--- src/rtl/alu_seq16.sv ---
// Word ALU that runs one nibble per cycle through an external 4-bit slice.
// Carry ripples between nibbles through a register.
module alu_seq16 #(
    parameter int NNIB = 4
) (
    input  logic              clk,
    input  logic              rst_n,
    input  logic              start,
    input  logic [4*NNIB-1:0] a,
    input  logic [4*NNIB-1:0] b,
    input  logic [3:0]        s,
    input  logic              m,
    input  logic              cin,
    output logic [3:0]        alu_a,
    output logic [3:0]        alu_b,
    output logic [3:0]        alu_s,
    output logic              alu_m,
    output logic              alu_cin,
    input  logic [3:0]        alu_o,
    input  logic              alu_cout,
    output logic              busy,
    output logic              done,
    output logic [4*NNIB-1:0] res,
    output logic              cout,
    output logic              zero
);

    localparam int W  = 4 * NNIB;
    localparam int IW = (NNIB > 1) ? $clog2(NNIB) : 1;

    localparam logic [1:0] S_IDLE = 2'd0;
    localparam logic [1:0] S_RUN  = 2'd1;
    localparam logic [1:0] S_DONE = 2'd2;

    logic [1:0]    state_q, state_d;
    logic [IW-1:0] idx_q, idx_d;
    logic [W-1:0]  a_q, a_d;
    logic [W-1:0]  b_q, b_d;
    logic [3:0]    s_q, s_d;
    logic          m_q, m_d;
    logic          cin_q, cin_d;
    logic          carry_q, carry_d;
    logic [W-1:0]  res_q, res_d;
    logic [IW+1:0] base;

    // Bit offset of the current nibble.
    assign base = {idx_q, 2'b00};

    always_comb begin
        state_d = state_q;
        idx_d   = idx_q;
        a_d     = a_q;
        b_d     = b_q;
        s_d     = s_q;
        m_d     = m_q;
        cin_d   = cin_q;
        carry_d = carry_q;
        res_d   = res_q;
        case (state_q)
            S_IDLE: begin
                if (start) begin
                    state_d = S_RUN;
                    idx_d   = '0;
                    a_d     = a;
                    b_d     = b;
                    s_d     = s;
                    m_d     = m;
                    cin_d   = cin;
                    carry_d = 1'b0;
                    res_d   = '0;
                end
            end
            S_RUN: begin
                res_d[base +: 4] = alu_o;
                carry_d          = alu_cout;
                idx_d            = idx_q + IW'(1);
                if (idx_q == IW'(NNIB - 1)) begin
                    state_d = S_DONE;
                    idx_d   = '0;
                end
            end
            S_DONE:  state_d = S_IDLE;
            default: state_d = S_IDLE;
        endcase
    end

    always_comb begin
        alu_a   = 4'h0;
        alu_b   = 4'h0;
        alu_s   = 4'h0;
        alu_m   = 1'b0;
        alu_cin = 1'b0;
        if (state_q == S_RUN) begin
            alu_a   = a_q[base +: 4];
            alu_b   = b_q[base +: 4];
            alu_s   = s_q;
            alu_m   = m_q;
            alu_cin = (idx_q == '0) ? cin_q : carry_q;
        end
    end

    always_ff @(posedge clk) begin
        if (!rst_n) begin
            state_q <= S_IDLE;
            idx_q   <= '0;
            a_q     <= '0;
            b_q     <= '0;
            s_q     <= '0;
            m_q     <= 1'b0;
            cin_q   <= 1'b0;
            carry_q <= 1'b0;
            res_q   <= '0;
        end else begin
            state_q <= state_d;
            idx_q   <= idx_d;
            a_q     <= a_d;
            b_q     <= b_d;
            s_q     <= s_d;
            m_q     <= m_d;
            cin_q   <= cin_d;
            carry_q <= carry_d;
            res_q   <= res_d;
        end
    end

    assign busy = (state_q != S_IDLE);
    assign done = (state_q == S_DONE);
    assign res  = res_q;
    assign cout = carry_q;
    assign zero = (res_q == '0);

endmodule

--- config.mk ---
export PLATFORM = sky130hd
export DESIGN_NAME = alu_seq16
export DESIGN_NICKNAME = d
export VERILOG_FILES = /design/src/rtl/alu_seq16.sv
export SDC_FILE = /design/constraint.sdc
export NUM_CORES = 1
export LEC_CHECK = 0
export CAP_MARGIN = 10
export CORE_MARGIN = 2
export CORE_UTILIZATION = 30
export DETAILED_ROUTE_END_ITERATION = 8
export HOLD_SLACK_MARGIN = 0.03
export PLACE_DENSITY_LB_ADDON = 0.15
export SLEW_MARGIN = 30
export SYNTH_ARGS = -nofsm -noshare
export SYNTH_HDL_FRONTEND = slang
export SYNTH_SLANG_ARGS = --single-unit
--- constraint.sdc ---
create_clock -name clk -period 1.6 [get_ports clk]
set_input_delay 0.16 -clock clk [delete_from_list [all_inputs] [get_ports clk]]
set_output_delay 0.16 -clock clk [all_outputs]
set_load 0.02 [all_outputs]
==> flow_summary_export.csv, run 1 <==
group,metric,value,unit
outcome,status,"complete, but fails checks",
outcome,failed_checks,"setup timing",
die,coreArea,8721,um2
sta,layout_setup_ws,-155.5,ps
setup_path,critical_path_class,"flop to output port",
synth,netlist.area_leader.share,43.58,%
setup_path,critPathCaptureType,"output port",
sta,tns,-1146,ps
die,die_h,99.05,um
power,power_leakage,0.001607,uW
clocking,clk_pin_slew,60,ps
power,peakVddDrop,0.4566,mV
sta,setup_viol,8,
place,placedCellCount,486,
global_routing,grt_max_degree,63,
cells_and_area,drive_above_1_share,24.37,%
setup_path,required,1440,ps
cells_and_area,area_growth,49.91,%
synth,ys_ff_latch,59,
clocking,h-tree-depth,3,
synth,synth-warning-count,0,
route,avgRoutedWirePerCell,13.76,um
power,total_power,3467,uW
route,drt_wl_total,6907,um
run,max_cap_violations,0,
sta,hold_slack,350.0,ps
power,p_sw_share,24.93,%
place,gp_congestion,0.7606,
sta,period_minus_slack,1756,ps
clocking,cts_sinks,59,
synth,synth.avg_cell_area,9.345,um2
die,fp.dieW,99.05,um
global_routing,track_usage,14.39,%
sta,fmax,569.6,MHz
clocking,cts-buffers-inserted,9,
die,fp.dieArea,9810,um2
clocking,ctsHoldBuffers,0,
synth,syn-cell-area,2710,um2
synth,syn-num-nets,342,
global_routing,grt_first_pass_wirelength,11180,um
clocking,clock_latency,330,ps
setup_path,cp-start-kind,"flop",
synth,synthTopCellsByArea,"dfxtp_1 44%, nand2_1 11%, a21boi_1 6.1%",
route,dr.pass1.iters,4,
global_routing,grt_pass1_vias,2290,
die,initial_utilization,31.08,%
clocking,clockRootBuffer,"clkbuf_8",
power,p_seq_share,45.5,%
synth,synth_ff_type,"dfxtp_1",
clocking,clock_path_buffers,2,
power,netSwitchingPower,864.1,uW
sta,slew_viol_final,0,
power,power_frac_clock,36.8,%
synth,syn_inst,290,
clocking,cts_tree,"yes",
synth,synth_area_leader_cell,"dfxtp_1",
cells_and_area,final_common_cell,"nand2_1",
die,rows,34,
cells_and_area,antennaDiodeCount,0,
place,portBuffers,79,
power,p_comb_share,17.7,%
min_path,hp-class,"input pin to flop",
sta,finalCritPeriodShare,109.7,%
synth,ys_types,38,
route,drc,0,
synth,ys_seq_area_share,43.58,%
route,vias_per_cell,4.783,
cells_and_area,layout_common_cells,"83 x nand2_1, 60 x clkdlybuf4s50_1, 57 x dfxtp_1",
cells_and_area,nNetsFinal,441,
setup_path,crit_fanout,5,
sta,worstMarginPinSlew,236.0,ps
setup_path,critPathArrivalTime,1600,ps
route,drtAntennaViolNets,0,
cells_and_area,final_cells,502,
global_routing,antenna_found_initial,0,
place,dpl.hpwl,4740,um
global_routing,gr-total-overflow,0,
synth,synth_edf_count,0,
sta,grt_setup_unrepaired,"true",
sta,relSlewSlack,84.05,%
route,drtIter0Drc,99,
power,power.density,853.3,nW/um2
sta,clock_skew,2.307,ps
route,vias,2401,
die,num_io_pins,80,
synth,synthArstFlopShare,0,%
power,internal-power,2603,uW
sta,finalHoldViolCount,0,
path summary, 6_finish.rpt:
path                                from        to  slack (ps)  depth (start not counted)
worst max-delay path            idx_q[0]  alu_b[3]        -160                          4
worst min-delay path               rst_n     cin_q         350                          3
worst min register to register   a_q[13]   a_q[13]         450                          2
worst max register to register  idx_q[0]    res[9]          80                          5
power groups by stage:
stage / Combinational [uW] / Clock, uW / Sequential, uW
2_1_floorplan: 309 / 0 / 1610
3_3_place_gp: 591 / 0 / 1600
3_5_place_dp: 594 / 0 / 1610
4_1_cts: 613 / 1330 / 1580
5_1_grt: 675 / 1380 / 1580
6_report: 613 / 1280 / 1580
area by class of cell:
class	instances	area (um2)
clock buffers	15	186.4
clock inverters	1	5.005
fillers	868	4658
inverters	2	10.01
multi-input cells	207	1495
flip-flops and latches	59	1186
well taps	108	135.1
repair buffers	110	1045
worst max-delay path, stage by stage (launching register included):
cell and delay [ps]:
dfxtp_4 370, buf_6 130, mux4_2 490, and2_4 160, buf_6 120
through the flow:
step	setup slack [ps]	cell area (um2)	util [%]
global route	-218.9	4063	46.59
finish	-155.5	4063	46.59
floorplan	68.85	2726	-
detailed placement	-356.2	3796	43.53
global placement	-336.0	3796	43.53
CTS	-187.5	4016	46.05
flip-flops by register name (all words and copies together), names as in the netlist, 2 cells and up:
register / count
idx_q: 2
state_q: 2
b_q: 16
s_q: 4
res: 16
a_q: 16
per-layer routing:
layer,vias to the layer above,global-route usage (%),part of all wire [%]
li1,1208,-,-
met1,1120,19.31,48
met2,64,22.04,46
met3,9,3.830,5.0
met4,0,5.690,1.5
met5,-,0,0
synthesized netlist by cell type (2+ instances only):
library cell and n:
and2_1 14, or3b_1 2, a31o_1 2, nand2_1 83
nand2b_1 2, buf_2 10, mux4_2 3, nand3_1 2
mux4_1 5, dfxtp_1 59, nor2b_1 2, ha_1 6
a21o_1 4, inv_1 2, a21boi_1 22, nor2_1 7
a32o_1 13, a21boi_0 18, clkbuf_1 7, nor4_1 5
buf_4 3, nand4b_1 3
cell families after synthesis:
group / count (synthesis) / share of synthesized area (%)
simple gates: 130 / 22.67
fa+ha+maj: 6 / 2.770
buf+inv: 24 / 4.894
compound gates: 62 / 18.37
flops: 59 / 43.58
mux: 9 / 7.710
repair_timing:
| item | CTS | global route |
|---|---|---|
| gates resized for setup | 105 | 12 |
| buffers inserted | 1 | 0 |
| pin swaps | 10 | 7 |
| setup endpoints to repair | 29 | 25 |
(Power assumes the default switching activity.)
==> inputs of run 2 (changes only) <==
--- a/config.mk
+++ b/config.mk
@@ -9,7 +9,7 @@
 export CORE_MARGIN = 2
 export CORE_UTILIZATION = 30
 export DETAILED_ROUTE_END_ITERATION = 8
-export HOLD_SLACK_MARGIN = 0.03
+export HOLD_SLACK_MARGIN = 0.15
 export PLACE_DENSITY_LB_ADDON = 0.15
 export SLEW_MARGIN = 30
 export SYNTH_ARGS = -nofsm -noshare
==> constraint.sdc (replaced) <==
create_clock -name clk -period 1.6 [get_ports clk]
set_input_delay 0.32 -clock clk [delete_from_list [all_inputs] [get_ports clk]]
set_output_delay 0.32 -clock clk [all_outputs]
set_load 0.02 [all_outputs]
==> flow_summary_export.csv, run 2 (same netlist as run 1, synthesis figures left out) <==
group,metric,value,unit
die,coreArea,8721,um2
sta,clock_skew,12.58,ps
route,vias_per_cell,4.690,
cells_and_area,final_cell_area,4365,um2
setup_path,critical_path_class,"flop to output port",
place,gp_congestion,0.7777,
route,dr.pass1.iters,4,
route,drtIter0Drc,68,
route,drc,0,
sta,layout_setup_ws,-312.7,ps
outcome,status,"complete, but fails checks",
global_routing,grt_pass1_vias,2457,
die,initial_utilization,31.08,%
run,max_cap_violations,0,
setup_path,rrSetupSlack,-60,ps
min_path,holdPathStages,2,
power,power.density,804.0,nW/um2
global_routing,grt_first_pass_wirelength,12230,um
clocking,clockRootBuffer,"clkbuf_8",
die,die_h,99.05,um
die,rows,34,
power,power_leakage,0.001814,uW
setup_path,required,1280,ps
sta,worstMarginPinSlew,283.7,ps
die,fp.dieArea,9810,um2
cells_and_area,final_cells,525,
cells_and_area,utilization,50.06,%
setup_path,critPathCaptureType,"output port",
sta,hold_slack,451.6,ps
clocking,h-tree-depth,3,
route,vias,2462,
clocking,clock_latency,340,ps
cells_and_area,fillers,847,
setup_path,crit_fanout,4,
setup_path,crit_start,"idx_q[0]",
sta,finalHoldViolCount,0,
cells_and_area,drive_above_1_share,32.13,%
clocking,cts-buffers-inserted,9,
setup_path,critPathCapture,"alu_b[2]",
cells_and_area,seq_area,1187,um2
min_path,hp-class,"flop to flop",
sta,slew_viol_final,0,
power,total_power,3510,uW
place,portBuffers,79,
global_routing,gr-total-overflow,0,
route,drt_wl_total,7577,um
setup_path,critPathSlowestCell,"mux4_2",
place,placedCellCount,495,
sta,setup_viol,23,
setup_path,r2r-end,"res[9]",
cells_and_area,antennaDiodeCount,0,
setup_path,r2r_cells,9,
sta,fmax,522.8,MHz
cells_and_area,layout_common_cells,"82 x nand2_1, 56 x dfxtp_1, 44 x clkdlybuf4s50_1",
sta,grt_setup_unrepaired,"true",
setup_path,cp_cell_sequence,"buf_12, mux4_2, and2_4, buf_6",
clocking,cts_tree,"yes",
cells_and_area,final_common_cell,"nand2_1",
outcome,failed_checks,"setup timing",
clocking,clk_pin_slew,70,ps
setup_path,max_stage_delay,480,ps
sta,finalCritPeriodShare,119.5,%
cells_and_area,area_growth,61.08,%
cells_and_area,nNetsFinal,464,
cells_and_area,multi_input_area,1584,um2
place,place_area,3847,um2
place,dpl.hpwl,4949,um
die,num_io_pins,80,
clocking,cts_sinks,59,
global_routing,track_usage,15.84,%
global_routing,antenna_found_initial,0,
global_routing,grt_max_degree,63,
setup_path,critPathArrivalTime,1590,ps
setup_path,reg2reg_from,"idx_q[0]",
clocking,clock_path_buffers,2,
die,fp.dieW,99.05,um
power,peakVddDrop,0.4120,mV
sta,relSlewSlack,81.01,%
setup_path,cp-start-kind,"flop",
route,avgRoutedWirePerCell,14.43,um
sta,period_minus_slack,1913,ps
route,drtAntennaViolNets,0,
[run 2: changes by cell type in the layout (fill, tap and decap cells not counted), moves of 5 or more]
cell / previous run / this run
dlygate4sd2_1: 1 / 17
buf_6: 12 / 27
buf_4: 25 / 39
clkdlybuf4s50_1: 60 / 44
and2_4: 8 / 13
buf_2: 7 / 1
and2_1: 6 / 1
[run 2: metrics by stage]
step | setup slack [ps] | setup TNS, ps
after global routing | -368.8 | -4999
final | -312.7 | -3317
after CTS | -323.1 | -3357
after global placement | -580.0 | -14070
after floorplan | 18.93 | 0
after detailed placement | -580.5 | -14340
[run 2: critical path, delay by kind of cell (launching register included)]
| family | cells | cell delay (ps) |
|---|---|---|
| simple gates | 1 | 160 |
| buf+inv | 2 | 240 |
| mux | 1 | 480 |
| flops | 1 | 380 |
[run 2: worst min path at each step]
stage / from / end / slack [ps]
global route: a_q[13] / a_q[13] / 470
detailed placement: a_q[2] / a_q[2] / 450
finish: a_q[9] / a_q[9] / 450
global placement: a_q[1] / a_q[1] / 440
floorplan: a_q[7] / a_q[7] / 430
CTS: a_q[9] / a_q[9] / 450
[run 2: timing repair]
action	in CTS	in global routing
endpoints found under the setup margin	50	34
pin swaps	23	22
gates resized for setup	159	19
hold buffers	0	0
gates cloned	0	0
buffers inserted	11	5
[run 2: layout make-up]
| type | count | area share [%] |
|---|---|---|
| Tap cell | 108 | 3.095 |
| Timing Repair Buffer | 133 | 29.23 |
| Clock buffer | 14 | 3.726 |
| Multi-Input combinational cell | 207 | 36.29 |
| Sequential cell | 59 | 27.20 |
| Inverter | 2 | 0.2293 |
| Clock inverter | 2 | 0.2293 |
[run 2: power by group]
part / switching (uW) / internal (uW) / total, uW
registers: 38.9 / 1540 / 1580
logic: 305 / 395 / 700
clock network: 587 / 644 / 1230
total: 931 / 2580 / 3510
[run 2: metal layers]
metal	part of all wire, %	vias to the layer above	GRT usage [%]	routed length [um]
li1	-	1254	-	-
met1	45	1153	19.10	3422
met2	49	46	27.13	3725
met3	3.8	9	4.184	288
met4	1.8	0	5.690	140
met5	0	-	0	0
==> inputs of run 3 (changes only) <==
--- a/config.mk
+++ b/config.mk
@@ -6,7 +6,6 @@
 export NUM_CORES = 1
 export LEC_CHECK = 0
 export CAP_MARGIN = 10
-export CORE_MARGIN = 2
 export CORE_UTILIZATION = 30
 export DETAILED_ROUTE_END_ITERATION = 8
 export HOLD_SLACK_MARGIN = 0.15
==> flow_summary_export.csv, run 3 (same netlist as run 1, synthesis figures left out) <==
group,metric,value,unit
outcome,status,"complete, but fails checks",
outcome,failed_checks,"setup timing",
run,max_cap_violations,0,
die,coreArea,8721,um2
die,fp.dieW,97.05,um
global_routing,gr-total-overflow,0,
clocking,cts_sinks,59,
die,fp.dieArea,9418,um2
clocking,clk_pin_slew,60,ps
sta,relSlewSlack,79.62,%
route,avgRoutedWirePerCell,13.80,um
route,drt_wl_total,7259,um
setup_path,cp-start-kind,"flop",
sta,finalHoldViolCount,0,
setup_path,required,1280,ps
setup_path,cp_top_family,"multiplexers",
die,initial_utilization,31.08,%
cells_and_area,area_growth,61.08,%
route,drtIter0Drc,83,
route,vias,2511,
clocking,h-tree-depth,3,
cells_and_area,nNetsFinal,465,
setup_path,critPathArrivalTime,1630,ps
setup_path,crit_fanout,6,
setup_path,crit_buf_inv,2,
global_routing,grt_pass1_vias,2505,
setup_path,cp_cell_sequence,"buf_6, mux4_2, and2_4, buf_6",
sta,layout_setup_ws,-345.9,ps
clocking,clockRootBuffer,"clkbuf_8",
place,portBuffers,79,
clocking,clock_path_buffers,2,
sta,fmax,513.9,MHz
cells_and_area,drive_above_1_share,33.25,%
sta,finalCritPeriodShare,121.6,%
route,vias_per_cell,4.774,
sta,slew_viol_final,0,
place,gp_congestion,0.7690,
die,die_h,97.05,um
setup_path,cpMostUsedCell,"buf_6",
sta,tns,-4206,ps
global_routing,antenna_found_initial,0,
setup_path,critPathCaptureType,"output port",
die,rows,34,
clocking,cts_tree,"yes",
power,power.density,826.7,nW/um2
sta,clock_skew,5.812,ps
global_routing,grt_max_degree,32,
power,power_leakage,0.001829,uW
setup_path,critical_path_class,"flop to output port",
place,dpl.hpwl,4925,um
route,dr.pass1.iters,4,
die,num_io_pins,80,
power,peakVddDrop,0.4295,mV
cells_and_area,antennaDiodeCount,0,
sta,worstMarginPinSlew,305.7,ps
cells_and_area,layout_common_cells,"82 x nand2_1, 54 x dfxtp_1, 45 x buf_4",
sta,period_minus_slack,1946,ps
min_path,hp-class,"flop to flop",
route,drc,0,
setup_path,max_stage_delay,490,ps
clocking,clock_latency,330,ps
route,drtAntennaViolNets,0,
sta,setup_viol,27,
sta,grt_setup_unrepaired,"true",
cells_and_area,utilization,50.06,%
global_routing,track_usage,16.28,%
cells_and_area,final_common_cell,"nand2_1",
global_routing,grt_first_pass_wirelength,12080,um
setup_path,critPathSlowestCell,"mux4_2",
clocking,cts-buffers-inserted,9,
==> run 3: path summary, 6_finish.rpt <==
kind / start / endpoint / slack, ps / cells past startpoint
worst min-delay path: a_q[4] / a_q[4] / 450 / 2
worst min register to register: a_q[4] / a_q[4] / 450 / 2
worst max-delay path: idx_q[0] / alu_a[0] / -350 / 4
worst max register to register: idx_q[0] / res[15] / -100 / 9
==> run 3: routing by layer <==
metal | share of wire [%] | up-vias | track usage [%]
met4 | 1.1 | 0 | 5.511
met1 | 46 | 1195 | 19.26
met3 | 4.0 | 5 | 4.986
met5 | 0 | - | 0
met2 | 49 | 57 | 27.84
li1 | - | 1254 | -
==> run 3: timing repair <==
item | 4_1_cts | 5_1_grt
pin swaps | 20 | 16
setup endpoints to repair | 50 | 74
buffers inserted | 11 | 4
cloned | 0 | 0
gates resized for setup | 146 | 35
hold buffers | 0 | 0
==> run 3: layout make-up <==
type / count / area [um2]
fill: 856 / 4355
multi-input combinational: 207 / 1607
timing repair buffer: 134 / 1230
sequential: 59 / 1190
clock buffer: 11 / 141.4
tap: 108 / 135.1
clock inverter: 5 / 52.55
inverter: 2 / 10.01
==> run 3: power by group <==
group / internal, uW / total, uW / leakage (uW) / switching (uW)
Sequential: 1540 / 1580 / 0.000485 / 40.5
Clock: 753 / 1330 / 0.0000991 / 578
Combinational: 394 / 698 / 0.00124 / 304
==> run 3: stage by stage <==
step,hold slack [ps],worst slack [ps],power [uW],instances,area (um2)
floorplan,430.3,18.93,1916,290,2723
global placement,439.2,-609.9,2184,495,3822
detailed placement,443.5,-591.2,2187,495,3822
CTS,454.4,-387.0,3622,522,4239
global route,466.1,-420.7,3777,526,4365
finish,452.5,-345.9,3609,526,4365
==> run 3: worst min-delay path, cell delays in order (launching register included) <==
cell and delay [ps]:
dfxtp_1 310, nand2_1 50, a21boi_1 50
